$ cat config.mk
export PLATFORM = sky130hd
export DESIGN_NAME = uv_uart_rx
export DESIGN_NICKNAME = d
export VERILOG_FILES = /design/src/rtl/uv_uart_pkg.sv /design/src/rtl/uv_sync_2ff.sv /design/src/rtl/uv_uart_rx.sv
export SDC_FILE = /design/constraint.sdc
export NUM_CORES = 1
export LEC_CHECK = 0
export ABC_AREA = 0
export BUFFER_PORTS_ARGS = -buffer_cell sky130_fd_sc_hd__buf_2
export CORE_UTILIZATION = 59
export CTS_CLUSTER_SIZE = 28
export DETAILED_ROUTE_END_ITERATION = 16
export GPL_TIMING_DRIVEN = 0
export PLACE_DENSITY = 0.9
export REMOVE_ABC_BUFFERS = 1
export SYNTH_ARGS = -nofsm -noshare
export SYNTH_HDL_FRONTEND = slang
export SYNTH_SLANG_ARGS = --single-unit
export TNS_END_PERCENT = 30
$ cat constraint.sdc
create_clock -name clk -period 3.8 [get_ports clk]
set_input_delay 0.76 -clock clk [delete_from_list [all_inputs] [get_ports clk]]
set_output_delay 0.76 -clock clk [all_outputs]
set_load 0.005 [all_outputs]
$ cat src/rtl/uv_uart_pkg.sv
// uv_uart_pkg -- definitions shared by the UART transmitter and receiver.
//   uart_state_e    : frame FSM states (IDLE 0 .. STOP1 5)
//   PAR_*           : parity_type codes
//   DATA_W_OFFSET   : data bits = nbits + DATA_W_OFFSET
//   data_bits()     : nbits field -> number of data bits (5..8)
//   parity_expected : value the parity bit must carry for a given mode
package uv_uart_pkg;

    typedef enum logic [2:0] {
        ST_IDLE   = 3'd0,
        ST_START  = 3'd1,
        ST_DATA   = 3'd2,
        ST_PARITY = 3'd3,
        ST_STOP0  = 3'd4,
        ST_STOP1  = 3'd5
    } uart_state_e;

    localparam logic [1:0] PAR_SPACE = 2'b00;
    localparam logic [1:0] PAR_MARK  = 2'b01;
    localparam logic [1:0] PAR_ODD   = 2'b10;
    localparam logic [1:0] PAR_EVEN  = 2'b11;

    localparam int DATA_W_OFFSET = 5;

    function automatic logic [3:0] data_bits(input logic [1:0] nbits);
        return {2'b00, nbits} + 4'(DATA_W_OFFSET);
    endfunction

    // acc is the XOR of all received data bits.
    function automatic logic parity_expected(input logic [1:0] ptype, input logic acc);
        case (ptype)
            PAR_SPACE: return 1'b0;
            PAR_MARK:  return 1'b1;
            PAR_ODD:   return ~acc;
            default:   return acc;
        endcase
    endfunction

endpackage

$ cat src/rtl/uv_sync_2ff.sv
// uv_sync_2ff -- two-flop synchronizer for a single asynchronous bit.
//   clk   : destination clock
//   rst_n : asynchronous active-low reset; both flops load RST_VAL
//   d     : asynchronous input
//   q     : synchronized output (two clk cycles of latency)
module uv_sync_2ff #(
    parameter logic RST_VAL = 1'b0
) (
    input  logic clk,
    input  logic rst_n,
    input  logic d,
    output logic q
);

    logic [1:0] sync_reg;

    always_ff @(posedge clk or negedge rst_n) begin
        if (!rst_n) begin
            sync_reg <= {2{RST_VAL}};
        end else begin
            sync_reg <= {sync_reg[0], d};
        end
    end

    assign q = sync_reg[1];

endmodule

$ cat src/rtl/uv_uart_rx.sv
// uv_uart_rx -- UART receiver with configurable frame format.
//   clk, rst_n    : clock, asynchronous active-low reset
//   uart_rx       : asynchronous serial input, idle high
//   rx_en         : receiver enable; low aborts any frame in progress
//   nbits         : data bits = nbits + 5
//   nstop         : 0 one stop bit, 1 two stop bits
//   endian        : 0 first bit -> rx_dat[0], 1 first bit -> rx_dat[n-1]
//   clk_div       : clk cycles per bit (>= 4)
//   parity_en     : parity bit present after the data bits
//   parity_type   : 00 space, 01 mark, 10 odd, 11 even
//   rx_rdy        : sink can accept a word (sampled in the delivery cycle)
//   rx_vld        : one-cycle push strobe carrying rx_dat/rx_perr/rx_ferr
//   rx_dat        : received character, zero-extended
//   rx_perr       : parity error for the delivered word
//   rx_ferr       : framing error (stop bit sampled low)
//   rx_ovf        : one-cycle pulse, word dropped because rx_rdy was low
module uv_uart_rx
    import uv_uart_pkg::*;
(
    input  logic        clk,
    input  logic        rst_n,
    input  logic        uart_rx,
    input  logic        rx_en,
    input  logic [1:0]  nbits,
    input  logic        nstop,
    input  logic        endian,
    input  logic [15:0] clk_div,
    input  logic        parity_en,
    input  logic [1:0]  parity_type,
    input  logic        rx_rdy,
    output logic        rx_vld,
    output logic [7:0]  rx_dat,
    output logic        rx_perr,
    output logic        rx_ferr,
    output logic        rx_ovf
);

    logic        rx_s;
    logic        rx_s_d_reg;
    uart_state_e state_reg, state_next;
    logic [15:0] clk_cnt_reg;
    logic [15:0] clk_cnt_inc;
    logic        cnt_end, cnt_half;
    logic [2:0]  bit_cnt_reg;
    logic        last_bit;
    logic [7:0]  shift_reg;
    logic        acc_reg, perr_reg;
    logic        sample_data, sample_par, deliver;
    logic [3:0]  n_bits;
    logic [7:0]  shift_rev, word, word_rev, rx_dat_next;
    logic        rx_vld_reg, rx_ovf_reg, rx_perr_reg, rx_ferr_reg;
    logic [7:0]  rx_dat_reg;

    uv_sync_2ff #(.RST_VAL(1'b1)) u_sync (
        .clk   (clk),
        .rst_n (rst_n),
        .d     (uart_rx),
        .q     (rx_s)
    );

    // 16-bit increment wraps, so even a nonsensical clk_div change
    // mid-frame eventually produces cnt_end and the FSM cannot hang.
    assign clk_cnt_inc = clk_cnt_reg + 16'd1;
    assign cnt_end     = (clk_cnt_inc == clk_div);
    assign cnt_half    = (clk_cnt_inc == {1'b0, clk_div[15:1]});
    assign last_bit    = (bit_cnt_reg == ({1'b0, nbits} + 3'd4));
    assign n_bits      = data_bits(nbits);

    // Bits enter at the MSB, so after n shifts the first bit sits at 8-n.
    // Full reversal puts the first bit at n-1; the mask drops the stale
    // low bits of the shifter that the reversal moved above n-1.
    for (genvar gi = 0; gi < 8; gi++) begin : g_rev
        assign shift_rev[gi] = shift_reg[7-gi];
    end
    assign word        = shift_reg >> (4'd8 - n_bits);
    assign word_rev    = shift_rev & (8'hFF >> (4'd8 - n_bits));
    assign rx_dat_next = endian ? word_rev : word;

    // State register
    always_ff @(posedge clk or negedge rst_n) begin
        if (!rst_n) begin
            state_reg <= ST_IDLE;
        end else begin
            state_reg <= state_next;
        end
    end

    // Next-state logic
    always_comb begin
        state_next = state_reg;
        if (!rx_en) begin
            state_next = ST_IDLE;
        end else begin
            case (state_reg)
                ST_IDLE:   if (!rx_s && rx_s_d_reg) state_next = ST_START;
                ST_START: begin
                    if (cnt_half && rx_s)  state_next = ST_IDLE;   // glitch
                    else if (cnt_end)      state_next = ST_DATA;
                end
                ST_DATA:   if (cnt_end && last_bit)
                               state_next = parity_en ? ST_PARITY : ST_STOP0;
                ST_PARITY: if (cnt_end) state_next = ST_STOP0;
                // Leaving at mid-stop leaves half a bit to catch the next
                // start edge of a back-to-back frame.
                ST_STOP0: begin
                    if (cnt_half && !nstop) state_next = ST_IDLE;
                    else if (cnt_end)       state_next = ST_STOP1;
                end
                ST_STOP1:  if (cnt_half) state_next = ST_IDLE;
                default:   state_next = ST_IDLE;
            endcase
        end
    end

    // Output / control decode
    always_comb begin
        sample_data = 1'b0;
        sample_par  = 1'b0;
        deliver     = 1'b0;
        case (state_reg)
            ST_DATA:   sample_data = cnt_half;
            ST_PARITY: sample_par  = cnt_half;
            ST_STOP0:  deliver     = cnt_half & rx_en;
            default: ;
        endcase
    end

    // Datapath
    always_ff @(posedge clk or negedge rst_n) begin
        if (!rst_n) begin
            rx_s_d_reg  <= 1'b1;
            clk_cnt_reg <= '0;
            bit_cnt_reg <= '0;
            shift_reg   <= '0;
            acc_reg     <= 1'b0;
            perr_reg    <= 1'b0;
            rx_vld_reg  <= 1'b0;
            rx_ovf_reg  <= 1'b0;
            rx_dat_reg  <= '0;
            rx_perr_reg <= 1'b0;
            rx_ferr_reg <= 1'b0;
        end else begin
            rx_s_d_reg <= rx_s;

            if (state_reg == ST_IDLE || cnt_end) begin
                clk_cnt_reg <= '0;
            end else begin
                clk_cnt_reg <= clk_cnt_inc;
            end

            if (state_reg == ST_START) begin
                bit_cnt_reg <= '0;
            end else if (state_reg == ST_DATA && cnt_end) begin
                bit_cnt_reg <= bit_cnt_reg + 3'd1;
            end

            if (state_reg == ST_IDLE) begin
                acc_reg  <= 1'b0;
                perr_reg <= 1'b0;
            end
            if (sample_data) begin
                shift_reg <= {rx_s, shift_reg[7:1]};
                acc_reg   <= acc_reg ^ rx_s;
            end
            if (sample_par) begin
                perr_reg <= (rx_s != parity_expected(parity_type, acc_reg));
            end

            rx_vld_reg <= deliver & rx_rdy;
            rx_ovf_reg <= deliver & ~rx_rdy;
            if (deliver && rx_rdy) begin
                rx_dat_reg  <= rx_dat_next;
                rx_perr_reg <= parity_en & perr_reg;
                rx_ferr_reg <= ~rx_s;
            end
        end
    end

    assign rx_vld  = rx_vld_reg;
    assign rx_ovf  = rx_ovf_reg;
    assign rx_dat  = rx_dat_reg;
    assign rx_perr = rx_perr_reg;
    assign rx_ferr = rx_ferr_reg;

endmodule

# After elaboration in Yosys (flattened, before gate mapping)
# Index checks and enable logic that the tools add are counted.
[classes] n_mux=23 n_eq_ne=17 addsub=5 bitwise_logic=9 n_reduce_logical=15 shifts=2
[op_table] cell="$mux 3" n=12
[op_table] cell="$pmux 3 s6" n=1
[op_table] cell="$add 16x1->16 const B" n=1
[op_table] cell="$eq 16x15->1" n=1
[op_table] cell="$eq 16x16->1" n=1
[op_table] cell="$mux 16" n=1
[op_table] cell="$ne 3x3->1 const B" n=4
[op_table] cell="$and 8x8->8" n=1
[op_table] cell="$mux 8" n=1
[op_table] cell="$ne 4x4->1 const B" n=2
[op_table] cell="$shr 8x4->8" n=1
[op_table] cell="$shr 8x4->8 const A" n=1
[op_table] cell="$mux 1" n=7
[op_table] cell="$eq 3x2->1 const B" n=2
[op_table] cell="$eq 3x3->1 const B" n=2
[op_table] cell="$logic_and 1x1->1" n=6
[op_table] cell="$reduce_and 6->1" n=1
[op_table] cell="$reduce_bool 2->1" n=3
[op_table] cell="$add 2x3->4 const B" n=1
[op_table] cell="$and 1x1->1" n=4
[op_table] cell="$sub 4x4->4 const A" n=1
[op_table] cell="$add 2x3->3 const B" n=1
[op_table] cell="$add 3x1->3 const B" n=1
[op_table] cell="$eq 3x1->1 const B" n=1
[op_table] cell="other kinds (11)" n=14
[totals] output_inout_bits=12 reg_bits=47 elab_cells=84 inputBits=28

# Depth between registers and ports, before layout
[depth] depth_word=6 ltp_mapped=12 depth_no_buf=10

# Modules after synthesis
# A second synthesis with hierarchy kept.
[unflattened] hier_cells=422 area_unflattened_um2=3886.2
[by_module_without_submodules] module="uv_uart_rx" area_each_um2=3833.7 seq_area_each_um2=1127.3 cells_per_inst=420 instances=1
[by_module_without_submodules] module="uv_sync_2ff" area_each_um2=52.6 seq_area_each_um2=52.6 cells_per_inst=2 instances=1

# Least setup slack after synthesis
# Ideal clock, no wire load.
[synth_timing] path_type="register to register" from="reg clk_cnt_reg[0]" to="reg state_reg[0]" t_required_ns=3.677 arrival_time_ns=2.960 setup_slack_ns=0.716 path_stages_with_launch=12 setup_time_ns=0.123 period_less_slack_ns=3.084 path_buffers=1 path_cell_list="dfrtp_1 > ha_1 > nand3_1 > buf_2 > nor4_1 > xnor2_1 > xor2_1 > nor4bb_1 > nand3_1 > a41oi_1 > a21bo_2 > mux2i_1"
[synth_between] elab_chain_cells=6 word_cells_on_any_way=16 classes_between="add/sub: 1; eq/ne: 7; mux: 4; reduce/logical: 4"
[synth_lines] element="from (decl)" line_no="uv_uart_rx.sv:41" source="logic [15:0] clk_cnt_reg;"
[synth_lines] element="from (signal assigned)" line_no="uv_uart_rx.sv:148" source="clk_cnt_reg <= clk_cnt_inc;"
[synth_lines] element="$add 16x1->16 *" line_no="uv_uart_rx.sv:63" source="assign clk_cnt_inc = clk_cnt_reg + 16'd1;"
[synth_lines] element="$eq 16x15->1" line_no="uv_uart_rx.sv:65" source="assign cnt_half = (clk_cnt_inc == {1'b0, clk_div[15:1]});"
[synth_lines] element="$logic_and 1x1->1 (on tied branches)" line_no="uv_uart_rx.sv:106, uv_uart_rx.sv:97"
[synth_lines] element="$mux 3 (on tied branches)" line_no="uv_uart_rx.sv:106, uv_uart_rx.sv:97"
[synth_lines] element="$pmux 3 s6" line_no="uv_uart_rx.sv:94" source="case (state_reg)"
[synth_lines] element="$mux 3" line_no="uv_uart_rx.sv:91" source="if (!rx_en) begin"
[synth_lines] element="to (signal assigned)" line_no="uv_uart_rx.sv:84" source="state_reg <= state_next;"
[synth_lines] element="to (decl)" line_no="uv_uart_rx.sv:40" source="uart_state_e state_reg, state_next;"
# Every way passes the cells marked *; elsewhere a longest branch is shown, timed or not.
# A chain may end at the register's enable or synchronous reset.

# Worst setup path after layout
[layout_timing] from="reg clk_cnt_reg[0]" to="reg shift_reg[2]"
[layout_between] elab_chain_cells=3
[layout_lines] element="$add 16x1->16" line_no="uv_uart_rx.sv:63"
[layout_lines] element="$eq 16x15->1" line_no="uv_uart_rx.sv:65"
[layout_lines] element="$mux 1" line_no="uv_uart_rx.sv:120" source="case (state_reg)"
[layout_lines] element="to (signal assigned)" line_no="uv_uart_rx.sv:162" source="shift_reg <= {rx_s, shift_reg[7:1]};"
[layout_lines] element="to (decl)" line_no="uv_uart_rx.sv:46" source="logic [7:0] shift_reg;"
# No other way between the ends.

==> flow_summary.toml <==
[status]
outcome = "complete, no violations"

[floorplanning]
pin_count = 40
dieWidth_um = 76.67
core_sq_mm = 0.005238
row_count = 26
die_h_um = 76.67
dieArea_sq_mm = 0.005878
initial_utilization = 0.6280

[yosys]
ys_ff_latch = 47
ys_types = 72
netlist_instances = 343
ys_async_sr_fraction = 1.000
synth_warnings = 0
ys.flop_type = "dfrtp_1"
netlist_area_sq_mm = 0.003289
synth_top_area_frac = 0.3347
synth-edff-count = 0
synth_area_per_cell_sq_um = 9.590
synth.largest_area_cell = "dfrtp_1"
yosysSeqAreaShare = 0.3587
yosys-top-cells-area = "dfrtp_1 (33%), mux2i_1 (6.4%), xnor2_1 (6.4%)"

[critical_path]
cp-end-kind = "register"
crit_required_ps = 4000
cp_slowest_cell = "or4_4"
critical_path_class = "reg -> reg"
critical_path_arrival_ps = 3640
slowest_delay_ps = 530
cp_cell_sequence = "ha_1 -> nand3_2 -> nor3_2 -> xor2_1 -> o211ai_1 -> or4_4 -> nor2_4 -> nand4_4 -> mux2_2"
worstSetupStartpointType = "register"
cpLargestDelayFamily = "simple AND/OR/NAND/NOR gates"
path_buf_inv = 0
crit_path_max_fanout = 12

[clock_tree]
cts.clk_slew.worst_paths_ps = 90
h-tree-depth = 2
numCtsBuffers = 5
cts_tree = "yes"
postCtsHoldBufs = 0
clock_path_buffers = 2
cts.sinks = 47
root_buffer = "clkbuf_8"
clock_latency_ps = 310

[global_route]
track_usage = 0.2641
busiest_layer = "met2"
grt_max_degree = 48
grt_first_pass_wirelength_um = 12280
antenna_found_initial = 0
globalRouteMet3Util = 0.03690
overflow = 0
grt.met1_usage = 0.3765
grt_pass1_vias = 2587
grtUsageMet2 = 0.4134

[finish]
areaGrowthSynthToFinish_pct = 8.863
largest_reg_flops = 16
fin_nets = 402
final_cell_mix = "dfrtp_1 (44), buf_2 (39), nor2_1 (33), nand2_1 (30), xnor2_1 (24)"
drive_above_1_share = 0.2091
insertedDiodeCount = 0
layout_commonest_cell = "dfrtp_1"

[placed_design]
gp_congestion = 0.9597
dp_hpwl_um = 5300
portBuffers = 39

[timing]
tightest_slew_ps = 1036
finalHoldViolCount = 0
whs_ps = 360.7
rsz0062_at_grt = "no"
fin_crit_ps = 3442
finClkSkew_ps = 9.058
setup_violations = 0
fmaxAchievable_mhz = 290.5
slew_violations = 0
layout_worst_path_cycle_share = 0.9057
fin_setup_tns_ps = 0
relSlewSlack = 0.3091

[drt]
first_iter_violations = 201
drc = 0
dr.pass1.iters = 5
totalWireLength_um = 7260
viasPerCell = 6.122
wl_per_cell_um = 16.39
via_count = 2712
final_antenna_net_count = 0

[hold_path]
hold_class = "reg -> reg"

[power]
p_leak_nw = 1.548
ir_worst_vdd_mv = 0.2518
power_density_mw_per_mm2 = 339.8

[flow_run]
maxCapViolations = 0
## cell type report
type	instances	area, sq um
multi-input cells	267	1974
fillers	420	1657
flip-flops and latches	47	1180
repair buffers	39	195.2
well taps	70	87.58
clock buffers	6	82.58
inverters	12	45.04
clock inverters	2	16.27
## where the power goes
part	leakage (nW)	switching [W]	internal (W)
combinational	0.857	0.000182	0.000133
clock	0.0474	0.000183	0.000149
sequential	0.644	0.0000495	0.000520
total	1.55	0.000415	0.000802
## path summary, 6_finish.rpt
path / start / slack, ps / endpoint / cells after the start
worst max-delay path: clk_cnt_reg[0] / 360 / shift_reg[2] / 9
worst min-delay path: u_sync.sync_reg[0] / 360 / u_sync.sync_reg[1] / 0
worst max register to register: clk_cnt_reg[0] / 360 / shift_reg[2] / 9
worst min register to register: u_sync.sync_reg[0] / 360 / u_sync.sync_reg[1] / 0
max in group asynchronous: rst_n / 2530 / clk_cnt_reg[7] / 1
min in group asynchronous: rst_n / 610 / clk_cnt_reg[4] / 1
## repair_timing
action / 4_1_cts / 5_1_grt
endpoints found under the hold margin: 0 / 0
setup endpoints to repair: 0 / 19
resized for setup: 0 / 2
setup buffers: 0 / 0
## cells by family (layout without fill, tap and decap cells)
group | count (synthesis) | count (layout) | synth area share
compound gates | 68 | 68 | 0.1499
xor+xnor | 41 | 41 | 0.1259
simple gates | 125 | 125 | 0.2107
fa+ha+maj | 2 | 2 | 0.007606
buf+inv | 29 | 59 | 0.04450
mux | 31 | 31 | 0.1027
flops | 47 | 47 | 0.3587
## cell usage after synthesis (2+ instances only)
master	number
xnor2_1	24
nand4_1	5
dfstp_2	3
nor4_1	3
nand3b_1	2
buf_2	5
o2111ai_1	2
o21ai_1	8
nand3_1	15
or4_4	2
nand2_1	30
o2bb2ai_1	2
xnor3_1	4
a21boi_0	3
nor2b_1	4
a31oi_1	4
ha_1	2
nand4_4	4
a31o_2	2
and2_1	3
buf_6	3
o211ai_1	2
buf_4	2
xor2_1	13
nor3_1	8
nand2b_1	2
clkbuf_1	6
a21oi_1	7
mux2_2	8
dfrtp_1	44
mux2i_1	21
or3_1	3
inv_1	10
nor2_1	33
a41oi_1	2
a21o_1	2
o22ai_1	2
a32oi_1	2
o21ai_0	13
## per-layer routing
| layer | vias to the layer above | routed length, um |
|---|---|---|
| li1 | 1296 | - |
| met1 | 1295 | 3389 |
| met2 | 109 | 3323 |
| met3 | 12 | 409 |
| met4 | 0 | 138 |
| met5 | - | 0 |
## through the flow
step / power [W] / utilization / setup slack (ps) / instance area [sq um] / cells
floorplan: 0.0007937 / - / 671.3 / 3188 / 326
global placement: 0.0008836 / 0.6627 / 199.9 / 3471 / 435
detailed placement: 0.0008894 / 0.6627 / 158.2 / 3471 / 435
CTS: 0.001221 / 0.6816 / 115.1 / 3570 / 443
global route: 0.001286 / 0.6837 / 37.53 / 3581 / 443
finish: 0.001217 / 0.6837 / 358.2 / 3581 / 443
## worst reg2reg max path: cells and delay by family, from the launching register on
family / cells / cell delay (ps)
AND/OR/NAND/NOR: 5 / 1670
AO/OA/AOI/OAI: 1 / 140
flip-flops: 1 / 520
adder cells (fa/ha/maj): 1 / 320
XOR/XNOR: 1 / 340
multiplexers: 1 / 350
Power figures use the tool's default switching activity.
